<file path="src/rtl/pipe_fetch_queue.sv">
// pipe_fetch_queue: fetch PC plus DEPTH-entry {pc4, inst} prefetch queue with ready/valid handoff to ID
// Ports: clk, rst (sync, active-low); iaddr/instr/irdy = instruction memory;
// redirect/redirect_pc = PC change from ID; dvalid/dinst/dpc4/dready = head handoff; count = occupancy.
module pipe_fetch_queue #(
  parameter int DEPTH = 4,
  parameter logic [31:0] RESET_PC = 32'h0000_3000,
  parameter bit DELAY_SLOT = 1'b1,
  localparam int AW = $clog2(DEPTH),
  localparam int CW = $clog2(DEPTH + 1)
) (
  input  logic          clk,
  input  logic          rst,
  output logic [31:0]   iaddr,
  input  logic [31:0]   instr,
  input  logic          irdy,
  input  logic          redirect,
  input  logic [31:0]   redirect_pc,
  output logic          dvalid,
  output logic [31:0]   dinst,
  output logic [31:0]   dpc4,
  input  logic          dready,
  output logic [CW-1:0] count
);
  logic [31:0]   r_pc, r_target;
  logic          r_pend;
  logic [AW-1:0] r_head, r_tail;
  logic [CW-1:0] r_count;
  logic [31:0]   r_inst [DEPTH];
  logic [31:0]   r_pc4 [DEPTH];
  logic          w_pop, w_push, w_flush, w_keep;
  logic [31:0]   w_pc4;
  assign dvalid = r_count != '0;
  assign w_pop = dvalid & dready;
  assign w_push = irdy & ((r_count < CW'(DEPTH)) | w_pop);
  assign w_pc4 = r_pc + 32'd4;
  // a redirect without a delay slot to keep throws away the whole queue
  assign w_flush = redirect & ~(DELAY_SLOT & w_pop);
  // popped head is the branch; the entry behind it survives as the delay slot
  assign w_keep = redirect & DELAY_SLOT & w_pop & (r_count >= CW'(2));
  assign iaddr = r_pc;
  assign count = r_count;
  assign dinst = dvalid ? r_inst[r_head] : 32'h0;
  assign dpc4 = dvalid ? r_pc4[r_head] : 32'h0;
  always_ff @(posedge clk)
    if (w_push) begin
      r_inst[r_tail] <= instr;
      r_pc4[r_tail] <= w_pc4;
    end
  always_ff @(posedge clk)
    if (!rst) begin
      r_pc <= RESET_PC;
      r_head <= '0;
      r_tail <= '0;
      r_count <= '0;
      r_pend <= 1'b0;
      r_target <= '0;
    end else if (w_flush) begin
      r_tail <= r_head;
      r_count <= '0;
      r_pc <= redirect_pc;
      r_pend <= 1'b0;
    end else if (w_keep) begin
      r_head <= r_head + AW'(1);
      r_tail <= r_head + AW'(2);
      r_count <= CW'(1);
      r_pc <= redirect_pc;
      r_pend <= 1'b0;
    end else begin
      // remaining redirect cases have exactly one entry being popped:
      // a push this cycle is the delay slot, otherwise the target is deferred
      r_head <= r_head + AW'(w_pop);
      r_tail <= r_tail + AW'(w_push);
      r_count <= r_count + CW'(w_push) - CW'(w_pop);
      if (w_push) r_pc <= redirect ? redirect_pc : r_pend ? r_target : w_pc4;
      r_pend <= (redirect | r_pend) & ~w_push;
      if (redirect) r_target <= redirect_pc;
    end
endmodule

</file>
<file path="config.mk">
export PLATFORM = sky130hd
export DESIGN_NAME = pipe_fetch_queue
export DESIGN_NICKNAME = d
export VERILOG_FILES = /design/src/rtl/pipe_fetch_queue.sv
export SDC_FILE = /design/constraint.sdc
export NUM_CORES = 1
export LEC_CHECK = 0
export ABC_AREA = 1
export CAP_MARGIN = 20
export CELL_PAD_IN_SITES_DETAIL_PLACEMENT = 1
export CELL_PAD_IN_SITES_GLOBAL_PLACEMENT = 2
export CORE_MARGIN = 2
export CORE_UTILIZATION = 38
export DETAILED_ROUTE_END_ITERATION = 16
export PLACE_DENSITY = 0.88
export SLEW_MARGIN = 20
export SYNTH_ARGS = -nofsm -noshare
export SYNTH_HDL_FRONTEND = slang
export SYNTH_SLANG_ARGS = --single-unit
</file>
<file path="constraint.sdc">
create_clock -name clk -period 13.6 [get_ports clk]
set_input_delay 2.72 -clock clk [delete_from_list [all_inputs] [get_ports clk]]
set_output_delay 2.72 -clock clk [all_outputs]
set_load 0.005 [all_outputs]
</file>
==> flow_metrics.py <==
metrics = {
    "run_status": {
        "status": "finished clean",
    },
    "setup_path": {
        "cp-start-kind": "flop",
        "arrival_ps": 3410,
        "rr_worst_depth": 7,
        "cp_max_fo": 87,
        "critPathRequiredTime_ps": 10880,
        "crit_type": "flop to output pin",
        "endpoint_kind": "output pin",
    },
    "power": {
        "p_sw_w": 0.0006934,
        "clock_power_share": 0.360,
        "p_total_w": 0.002598,
        "internal_power_w": 0.001905,
        "power_density_nw_per_um2": 149.8,
        "comb_power_share": 0.173,
        "power.leakage_nw": 6.268,
        "sequentialPowerShare": 0.467,
        "p_sw_frac": 0.2669,
        "ir_worst_vdd_v": 0.00007825,
    },
    "global_route": {
        "grt_pass1_vias": 11280,
        "antenna_found_initial": 0,
        "grt_pass1_wl_um": 63340,
        "grt_max_degree": 97,
        "grt_usage": 0.2103,
        "grt.overflow.total": 0,
    },
    "logic_synthesis": {
        "synth_warnings": 0,
        "ys_async_sr_fraction": 0,
        "synth-main-ff-cell": "edfxtp_1",
        "synth_cell_types": 39,
        "synth_edf_count": 256,
        "synth.top_cells.by_count": "nor2_1, nand2_1, edfxtp_1",
        "synth-seq-area-share": 0.6450,
        "syn_inst": 1450,
        "synth.largest_area_cell": "edfxtp_1",
        "ys_ff_latch": 330,
        "postSynthAreaPerCell_um2": 9.803,
        "synth_top_area_frac": 0.5408,
        "yosysMostFrequentCell": "nor2_1",
        "syn-num-nets": 1526,
        "synthTopCellsByArea": "edfxtp_1, dfxtp_1, nor2_1",
        "syn_area_um2": 14210,
    },
    "layout": {
        "layout.cells.non_filler": 2088,
        "nets": 1668,
        "fill_cells": 4106,
        "drive_gt1_frac": 0.06115,
        "synthToLayoutAreaGrowth_pct": 22.04,
    },
    "clock_network": {
        "root_buffer": "clkbuf_16",
        "cts_hold_buf": 0,
        "cts_sinks": 330,
        "cts_buffers": 36,
        "htreeDepth": 2,
        "clk_pin_slew_ps": 60,
        "clk_latency_ps": 510,
        "clk_path_buf_depth": 3,
        "cts_tree": "done",
        "cts-resized-gates": 0,
        "cts_setup_buffers": 0,
    },
    "sta": {
        "grt_setup_unrepaired": "no",
        "setup_tns_ps": 0,
        "maxSlewHeadroom": 0.3121,
        "hold_viol_final": 0,
        "slew_violations": 0,
        "min_period_over_period": 0.4509,
        "clock_skew_ps": 13.83,
        "finalSetupViolCount": 0,
        "tightest_slew_ps": 1032,
        "fmax_ghz": 0.1631,
        "setup_ws_ps": 7468,
        "layout_min_cycle_time_ps": 6132,
    },
    "run": {
        "drv_cap": 0,
    },
    "routing": {
        "post_drt_via_cell_ratio": 5.140,
        "postRouteAntennaNets": 0,
        "wl_met3_um": 1647,
        "wl_met1_um": 18680,
        "route.detailed.wl_per_inst_um": 19.43,
        "drc_errors": 0,
        "top_layer_used": "met4",
        "drt_iter0_drc": 574,
        "first_pass_iters": 5,
        "met2_length_um": 19630,
        "drt-total-wl_um": 40560,
        "vias": 10730,
    },
    "die": {
        "placementRows": 70,
        "die_w_um": 197.4,
        "initial_core_util": 0.3874,
        "core_area_um2": 36700,
        "ios": 169,
        "die_height_um": 197.4,
        "die_area_um2": 38970,
    },
    "min_path": {
        "min_path_type": "flop to flop",
        "worstHoldPathCells": 2,
    },
    "place": {
        "dp_cells": 2021,
        "dp_hpwl_um": 25850,
        "gp_routability_congestion": 0.7914,
        "io_buffer_count": 168,
        "dp_slack_ps": 7980,
    },
}
-- per-layer routing --
| layer | up-vias | global-route usage |
|---|---|---|
| met1 | 5272 | 0.2837 |
| met5 | - | 0 |
| li1 | 5172 | - |
| met3 | 49 | 0.02681 |
| met2 | 239 | 0.3637 |
| met4 | 0 | 0.04456 |
-- cells in the final DEF (no fill, tap or decap), drive strengths merged, types with 2 or more instances in the layout --
master / instances
inv: 67
edfxtp: 256
nand3: 29
bufinv: 3
a22oi: 2
o21bai: 3
o211ai: 6
a21oi: 127
dfxtp: 74
nand3b: 5
ha: 6
o21ai: 160
clkdlybuf4s50: 168
buf: 13
nand2: 265
nor2: 344
clkbuf: 47
clkinv: 15
xor2: 8
and2: 8
nor3: 5
xnor2: 2
-- area by class of cell --
cell class	count	area, um2	share of cell area
antenna	1	2.502	0.0001442
timing repair buffer	181	1790	0.1032
sequential	330	9174	0.5288
tap	468	585.6	0.03375
clock inverter	18	171.4	0.009881
multi-input combinational	976	4419	0.2547
clock buffer	47	952.2	0.05489
inverter	67	252.7	0.01457
-- sequential cells by signal, summed over array words and instances, names as in the netlist, named ones only --
name,count
r_inst,128
r_pc4,128
iaddr,32
r_target,32
count,3
r_head,2
r_tail,2
r_pend,1
-- worst paths after layout --
path	from	endpoint	slack [ps]
setup / recovery	flop	dpc4[19]	7470
setup reg to reg	count[2]	iaddr[3]	11260
hold reg to reg	r_target[5]	r_target[5]	460
hold / removal	r_target[5]	r_target[5]	460
-- power by group through the flow --
stage | combinational, W | clock, W | sequential, W
6_report | 0.000449 | 0.000936 | 0.00121
5_1_grt | 0.000501 | 0.000987 | 0.00122
4_1_cts | 0.000457 | 0.000954 | 0.00121
3_3_place_gp | 0.000443 | 0 | 0.00123
3_5_place_dp | 0.000454 | 0 | 0.00123
2_1_floorplan | 0.000233 | 0 | 0.00122
-- cell families after synthesis --
family	count (synthesis)	synth area share
xor gates and xnor gates	10	0.007218
buffers and inverters	144	0.04551
DFF	330	0.6450
AOI/OAI and AO/OA	300	0.1091
and+or+nand+nor	659	0.1864
adders and majority gates	7	0.006689
-- metrics by stage --
| stage | utilization | hold WS (ps) | cell area, um2 |
|---|---|---|---|
| after floorplan | - | 429.2 | 14210 |
| after global placement | 0.4413 | 440.0 | 16200 |
| after detailed placement | 0.4416 | 448.7 | 16210 |
| after CTS | 0.4722 | 458.4 | 17330 |
| after global routing | 0.4727 | 485.0 | 17350 |
| final | 0.4727 | 457.1 | 17350 |
-- critical path, cell delays in order (launching register included) --
cell	delay (ps)
dfxtp_4	460
inv_2	520
buf_4	730
o21ai_0	380
a21oi_1	220
clkdlybuf4s50_1	530
No activity file was read; power rests on OpenSTA's default activity.
